### src/rtl/ring_counter_pkg.sv
// Shared constants and the pattern-advance function for the ring/Johnson counter.
package ring_counter_pkg;

  localparam logic MODE_RING    = 1'b0;
  localparam logic MODE_JOHNSON = 1'b1;
  localparam logic DIR_LEFT     = 1'b0;
  localparam logic DIR_RIGHT    = 1'b1;

  // Widest counter the function supports; callers zero-extend into this.
  localparam int MAX_WIDTH = 32;

  // Advance a WIDTH-bit pattern (held in the low bits of state) by one step.
  // Ring mode feeds the outgoing end bit back unchanged, Johnson inverts it.
  function automatic logic [MAX_WIDTH-1:0] next_pattern(
    input logic [MAX_WIDTH-1:0] state,
    input logic                 mode,
    input logic                 dir,
    input int                   width
  );
    logic [MAX_WIDTH-1:0] nxt;
    logic                 fb;
    nxt = {MAX_WIDTH{1'b0}};
    fb  = 1'b0;
    if (dir == DIR_LEFT) begin
      fb = state[width-1] ^ (mode == MODE_JOHNSON);
      for (int i = 0; i < MAX_WIDTH; i++) begin
        if (i == 0) begin
          nxt[i] = fb;
        end else if (i < width) begin
          nxt[i] = state[i-1];
        end else begin
          nxt[i] = 1'b0;
        end
      end
    end else begin
      fb = state[0] ^ (mode == MODE_JOHNSON);
      for (int i = 0; i < MAX_WIDTH; i++) begin
        if (i == width - 1) begin
          nxt[i] = fb;
        end else if (i < width - 1) begin
          nxt[i] = state[i+1];
        end else begin
          nxt[i] = 1'b0;
        end
      end
    end
    return nxt;
  endfunction

endpackage

### src/rtl/ring_step_prescaler.sv
// Step prescaler: qualifies one enabled cycle out of every PRESCALE.
// With PRESCALE=1 the count register never leaves zero and TICK reduces to EN.
module ring_step_prescaler
  import ring_counter_pkg::*;
#(
  parameter int PRESCALE = 1
) (
  input  logic CLK,
  input  logic RST,
  input  logic EN,
  input  logic CLR,
  output logic TICK
);

  localparam int CNT_W = (PRESCALE > 1) ? $clog2(PRESCALE) : 1;
  localparam logic [CNT_W-1:0] LAST = CNT_W'(PRESCALE - 1);

  logic [CNT_W-1:0] count_r;
  logic             at_last_s;

  // Terminal-count decode and step qualifier.
  always_comb begin
    at_last_s = (count_r == LAST);
    TICK      = EN & at_last_s;
  end

  // Prescale count: cleared by reset or load, frozen while EN is low.
  always_ff @(posedge CLK) begin
    if (RST) begin
      count_r <= {CNT_W{1'b0}};
    end else if (CLR) begin
      count_r <= {CNT_W{1'b0}};
    end else if (EN) begin
      if (at_last_s) begin
        count_r <= {CNT_W{1'b0}};
      end else begin
        count_r <= count_r + CNT_W'(1);
      end
    end else begin
      count_r <= count_r;
    end
  end

endmodule

### src/rtl/ring_counter_param.sv
// Parametrised ring/Johnson counter with prescaler, period-wrap pulse and
// all-zero ring lockup recovery. All outputs come straight from registers.
module ring_counter_param
  import ring_counter_pkg::*;
#(
  parameter int               WIDTH    = 4,
  parameter int               PRESCALE = 1,
  parameter logic [WIDTH-1:0] SEED     = WIDTH'(1)
) (
  input  logic             CLK,
  input  logic             RST,
  input  logic             EN,
  input  logic             LOAD,
  input  logic [WIDTH-1:0] D,
  input  logic             MODE,
  input  logic             DIR,
  output logic [WIDTH-1:0] LED,
  output logic             WRAP,
  output logic             ERR
);

  localparam int CNT_W = $clog2(2 * WIDTH);
  localparam logic [CNT_W-1:0] RING_LAST    = CNT_W'(WIDTH - 1);
  localparam logic [CNT_W-1:0] JOHNSON_LAST = CNT_W'(2 * WIDTH - 1);

  logic [WIDTH-1:0] led_r;
  logic             wrap_r;
  logic             err_r;
  logic [CNT_W-1:0] step_cnt_r;
  logic             mode_r;

  logic             tick_s;
  logic             step_s;
  logic             mode_chg_s;
  logic             zero_s;
  logic [CNT_W-1:0] last_s;
  logic [WIDTH-1:0] next_s;

  ring_step_prescaler #(
    .PRESCALE (PRESCALE)
  ) u_prescaler (
    .CLK  (CLK),
    .RST  (RST),
    .EN   (EN),
    .CLR  (LOAD),
    .TICK (tick_s)
  );

  // Step qualification, mode-change detect, period end and next pattern.
  always_comb begin
    step_s     = tick_s & ~LOAD;
    mode_chg_s = (MODE != mode_r);
    zero_s     = (led_r == {WIDTH{1'b0}});
    if (MODE == MODE_JOHNSON) begin
      last_s = JOHNSON_LAST;
    end else begin
      last_s = RING_LAST;
    end
    next_s = WIDTH'(next_pattern(MAX_WIDTH'(led_r), MODE, DIR, WIDTH));
  end

  // Pattern, step count and pulse registers; RST over LOAD over step.
  always_ff @(posedge CLK) begin
    mode_r <= MODE;
    if (RST) begin
      led_r      <= SEED;
      wrap_r     <= 1'b0;
      err_r      <= 1'b0;
      step_cnt_r <= {CNT_W{1'b0}};
    end else if (LOAD) begin
      led_r      <= D;
      wrap_r     <= 1'b0;
      err_r      <= 1'b0;
      step_cnt_r <= {CNT_W{1'b0}};
    end else if (step_s) begin
      if ((MODE == MODE_RING) && zero_s) begin
        // Ring lockup: reseed, flag it, restart the period without a wrap.
        led_r      <= SEED;
        wrap_r     <= 1'b0;
        err_r      <= 1'b1;
        step_cnt_r <= {CNT_W{1'b0}};
      end else begin
        led_r <= next_s;
        err_r <= 1'b0;
        if (mode_chg_s) begin
          wrap_r     <= 1'b0;
          step_cnt_r <= {CNT_W{1'b0}};
        end else if (step_cnt_r == last_s) begin
          wrap_r     <= 1'b1;
          step_cnt_r <= {CNT_W{1'b0}};
        end else begin
          wrap_r     <= 1'b0;
          step_cnt_r <= step_cnt_r + CNT_W'(1);
        end
      end
    end else begin
      led_r  <= led_r;
      wrap_r <= 1'b0;
      err_r  <= 1'b0;
      if (mode_chg_s) begin
        step_cnt_r <= {CNT_W{1'b0}};
      end else begin
        step_cnt_r <= step_cnt_r;
      end
    end
  end

  assign LED  = led_r;
  assign WRAP = wrap_r;
  assign ERR  = err_r;

endmodule

### config.mk
export PLATFORM = sky130hd
export DESIGN_NAME = ring_counter_param
export DESIGN_NICKNAME = d
export VERILOG_FILES = /design/src/rtl/ring_counter_pkg.sv /design/src/rtl/ring_step_prescaler.sv /design/src/rtl/ring_counter_param.sv
export SDC_FILE = /design/constraint.sdc
export NUM_CORES = 1
export LEC_CHECK = 0
export ABC_CLOCK_PERIOD_IN_PS = 1650
export CAP_MARGIN = 20
export CORE_AREA = 2 2 39 41
export DETAILED_ROUTE_END_ITERATION = 6
export DIE_AREA = 0 0 41 43
export PLACE_DENSITY = 0.72
export RECOVER_POWER = 50
export SETUP_SLACK_MARGIN = 0.02
export SLEW_MARGIN = 20
export SYNTH_ARGS = -nofsm -noshare
export SYNTH_HDL_FRONTEND = slang
export SYNTH_SLANG_ARGS = --single-unit
### constraint.sdc
create_clock -name CLK -period 1.65 [get_ports CLK]
set_clock_uncertainty 0.05 [all_clocks]
set_input_delay 0.4125 -clock CLK [delete_from_list [all_inputs] [get_ports CLK]]
set_output_delay 0.4125 -clock CLK [all_outputs]
set_load 0.01 [all_outputs]
==> impl_results.md <==
* Status: completed
* GRT overflow at 0
* Largest net degree at the start of global routing at 10
* Die area at 0.00176 mm^2
* Final Non-Filler Cells at 101
* Core area at 0.00138 mm^2
* Bufs on Longest Clock Path at 2
* Sequential cell area at 200 um^2
* NumNets Final at 97
* DP HPWL at approximately 970 um
* CTS Root Cell: clkbuf_4
* Busiest layer in global routing: met2
* Initial antenna violation count at 0
* Worst slew pin tran at approximately 290 ps
* Final Slew Violations at 0
* Num ports at 16
* Most frequent cells in the layout: 10 x dfxtp_1, 10 x clkdlybuf4s50_1, 7 x buf_4, 6 x nand2_1, 5 x a21oi_1
* RSZ-0062 raised after global routing: false
* Asr flop ratio synth at 0
* Max-cap violations at 0
* Register area share after synthesis at 0.358
* Startpoint types: flip-flop
* Routability-driven placement congestion ratio at 0.738
* Top delay family on crit path: buffers and inverters
* Htree depth at 1
* Num CTS Buffers at 3
* Power per Cell Area at 773 mW/mm^2
* Fin. Hold Viols at 0
* Ant diodes at 0
* Fin crit period at 1560 ps
* Final Util at 0.576
* Cell Area, Synth at ~560 um^2
* Met3 Usage GRT at 0.0366
* Via count at 535
* Final wirelength at 1.23 mm
* Max Fclk at around 0.64 GHz
* WS Path Type: flip-flop to output pin
* Worst path bufs/invs at 1
* Yosys cell types at 29
* Die Width at roughly 41 um
* Min-Delay Path Class: flip-flop to flip-flop
* Crit-path max FO at 1
* P_leak at 0.317 nW
* Synth Warn # at 0
* Via count of the first global-routing pass at 479
* Worst rel slew slack at 0.806
* Clock input transition at the sequential cells of the worst setup and hold paths at 70 ps
* Synth Instances at slightly above 60
* Setup Fix Bufs, Post-CTS at 0
* Initial Utilization at 0.404
* Placed cells at 97
* Syn avg cell area at 9.17 um^2
* Worst skew pair latency at 260 ps
* Area grow syn2layout at 42.5%
* Post-synth EDFFs at 0
* Synth Register Bits at 10
* CP max stage delay at 530 ps
* Fillers at 127
* CTS tree: yes
* Chip height at roughly 43 um
* M1 GR Usage at 0.199
* Synth Net Count at 72
* Gr usage total at 0.170
* Crit. End Element: output pin
* Area of the multi-input gates at 334 um^2
* CP max-delay cell: clkdlybuf4s50_1
* Layout cells sized above 1 at 0.188
* Routed vias/inst at 5.30
* Crit path DAT at about 1100 ps
* DRC errors left at 0
* Port bufs at 15
* Detail Route Antenna Nets at 0
* DR iter-0 viols at 9
* Critical path, cell by cell: clkdlybuf4s50_1
* Dominant synthesized flop cell: dfxtp_1
* Setup violations, final at 0
* Routed length per instance at ~12 um
* Peak VDD IR at around 0.45 mV
* Final Power at 616 uW
* Global-route wire length before repair at 2.04 mm
* Row count at 14
* Pre-antenna DRT Iters at 4
* CTS sink cnt at 10
* Worst EP required at 1190 ps
* Met2 GRT Util at 0.278
* Period utilisation layout at 0.943
layer usage:
metal,vias up,share of wire
li1,274,-
met1,245,0.45
met2,16,0.49
met3,0,0.057
met4,0,0
met5,-,0
stage by stage:
stage	TNS, ps	cell area [um^2]	hold slack (ps)	worst slack, ps
final	0	797	421	94.0
after global routing	0	797	453	20.4
after CTS	0	803	427	23.8
after detailed placement	-649	768	416	-156
after global placement	-477	768	412	-132
after floorplan	0	559	386	353
state kept, by name (all words and copies together) (netlist names):
| register | cells |
|---|---|
| step_cnt_r | 3 |
| ERR | 1 |
| mode_r | 1 |
| WRAP | 1 |
| LED | 4 |
power by group:
| part | internal (mW) | total [mW] | switching (mW) |
|---|---|---|---|
| Sequential | 0.251 | 0.262 | 0.0103 |
| Clock | 0.134 | 0.225 | 0.0915 |
| Combinational | 0.0709 | 0.129 | 0.0580 |
| Total | 0.456 | 0.616 | 0.160 |
cells by family after synthesis:
| logic type | after synthesis | share of synthesized area |
|---|---|---|
| buf+inv | 4 | 0.0447 |
| simple gates | 22 | 0.233 |
| flops | 10 | 0.358 |
| xor+xnor | 4 | 0.0627 |
| compound gates | 16 | 0.206 |
| mux | 4 | 0.0738 |
| fa+ha+maj | 1 | 0.0224 |
final timing paths:
kind,start,slack [ps],end,cells after the start
worst min-delay path,step_cnt_r[1],420,step_cnt_r[1],2
worst max-delay path,WRAP,90,WRAP,1
worst min register to register,step_cnt_r[1],420,step_cnt_r[1],2
worst max register to register,LED[1],290,step_cnt_r[2],3
repair_timing:
item,4_1_cts,5_1_grt
resized for setup,5,1
pin swaps,0,0
hold buffers,0,0
setup endpoints to repair,3,1
final cells by class:
| cell class | instances | share of cell area |
|---|---|---|
| clock buffer | 4 | 0.0455 |
| inverter | 1 | 0.00471 |
| multi-input combinational | 47 | 0.419 |
| sequential | 10 | 0.251 |
| tap | 16 | 0.0251 |
| timing repair buffer | 23 | 0.254 |
cell usage after synthesis, types with 2 or more instances:
cell type	count	share of area
dfxtp_1	10	0.36
nand2_1	6	0.040
a21oi_1	5	0.045
nor2_1	4	0.027
a211o_1	3	0.047
mux2i_1	3	0.054
buf_2	2	0.018
nand2b_1	2	0.022
nor3_1	2	0.018
o21ai_0	2	0.018
o311ai_1	2	0.031
xnor2_1	2	0.031
xor2_1	2	0.031
No activity file was read; power rests on OpenSTA's default activity.
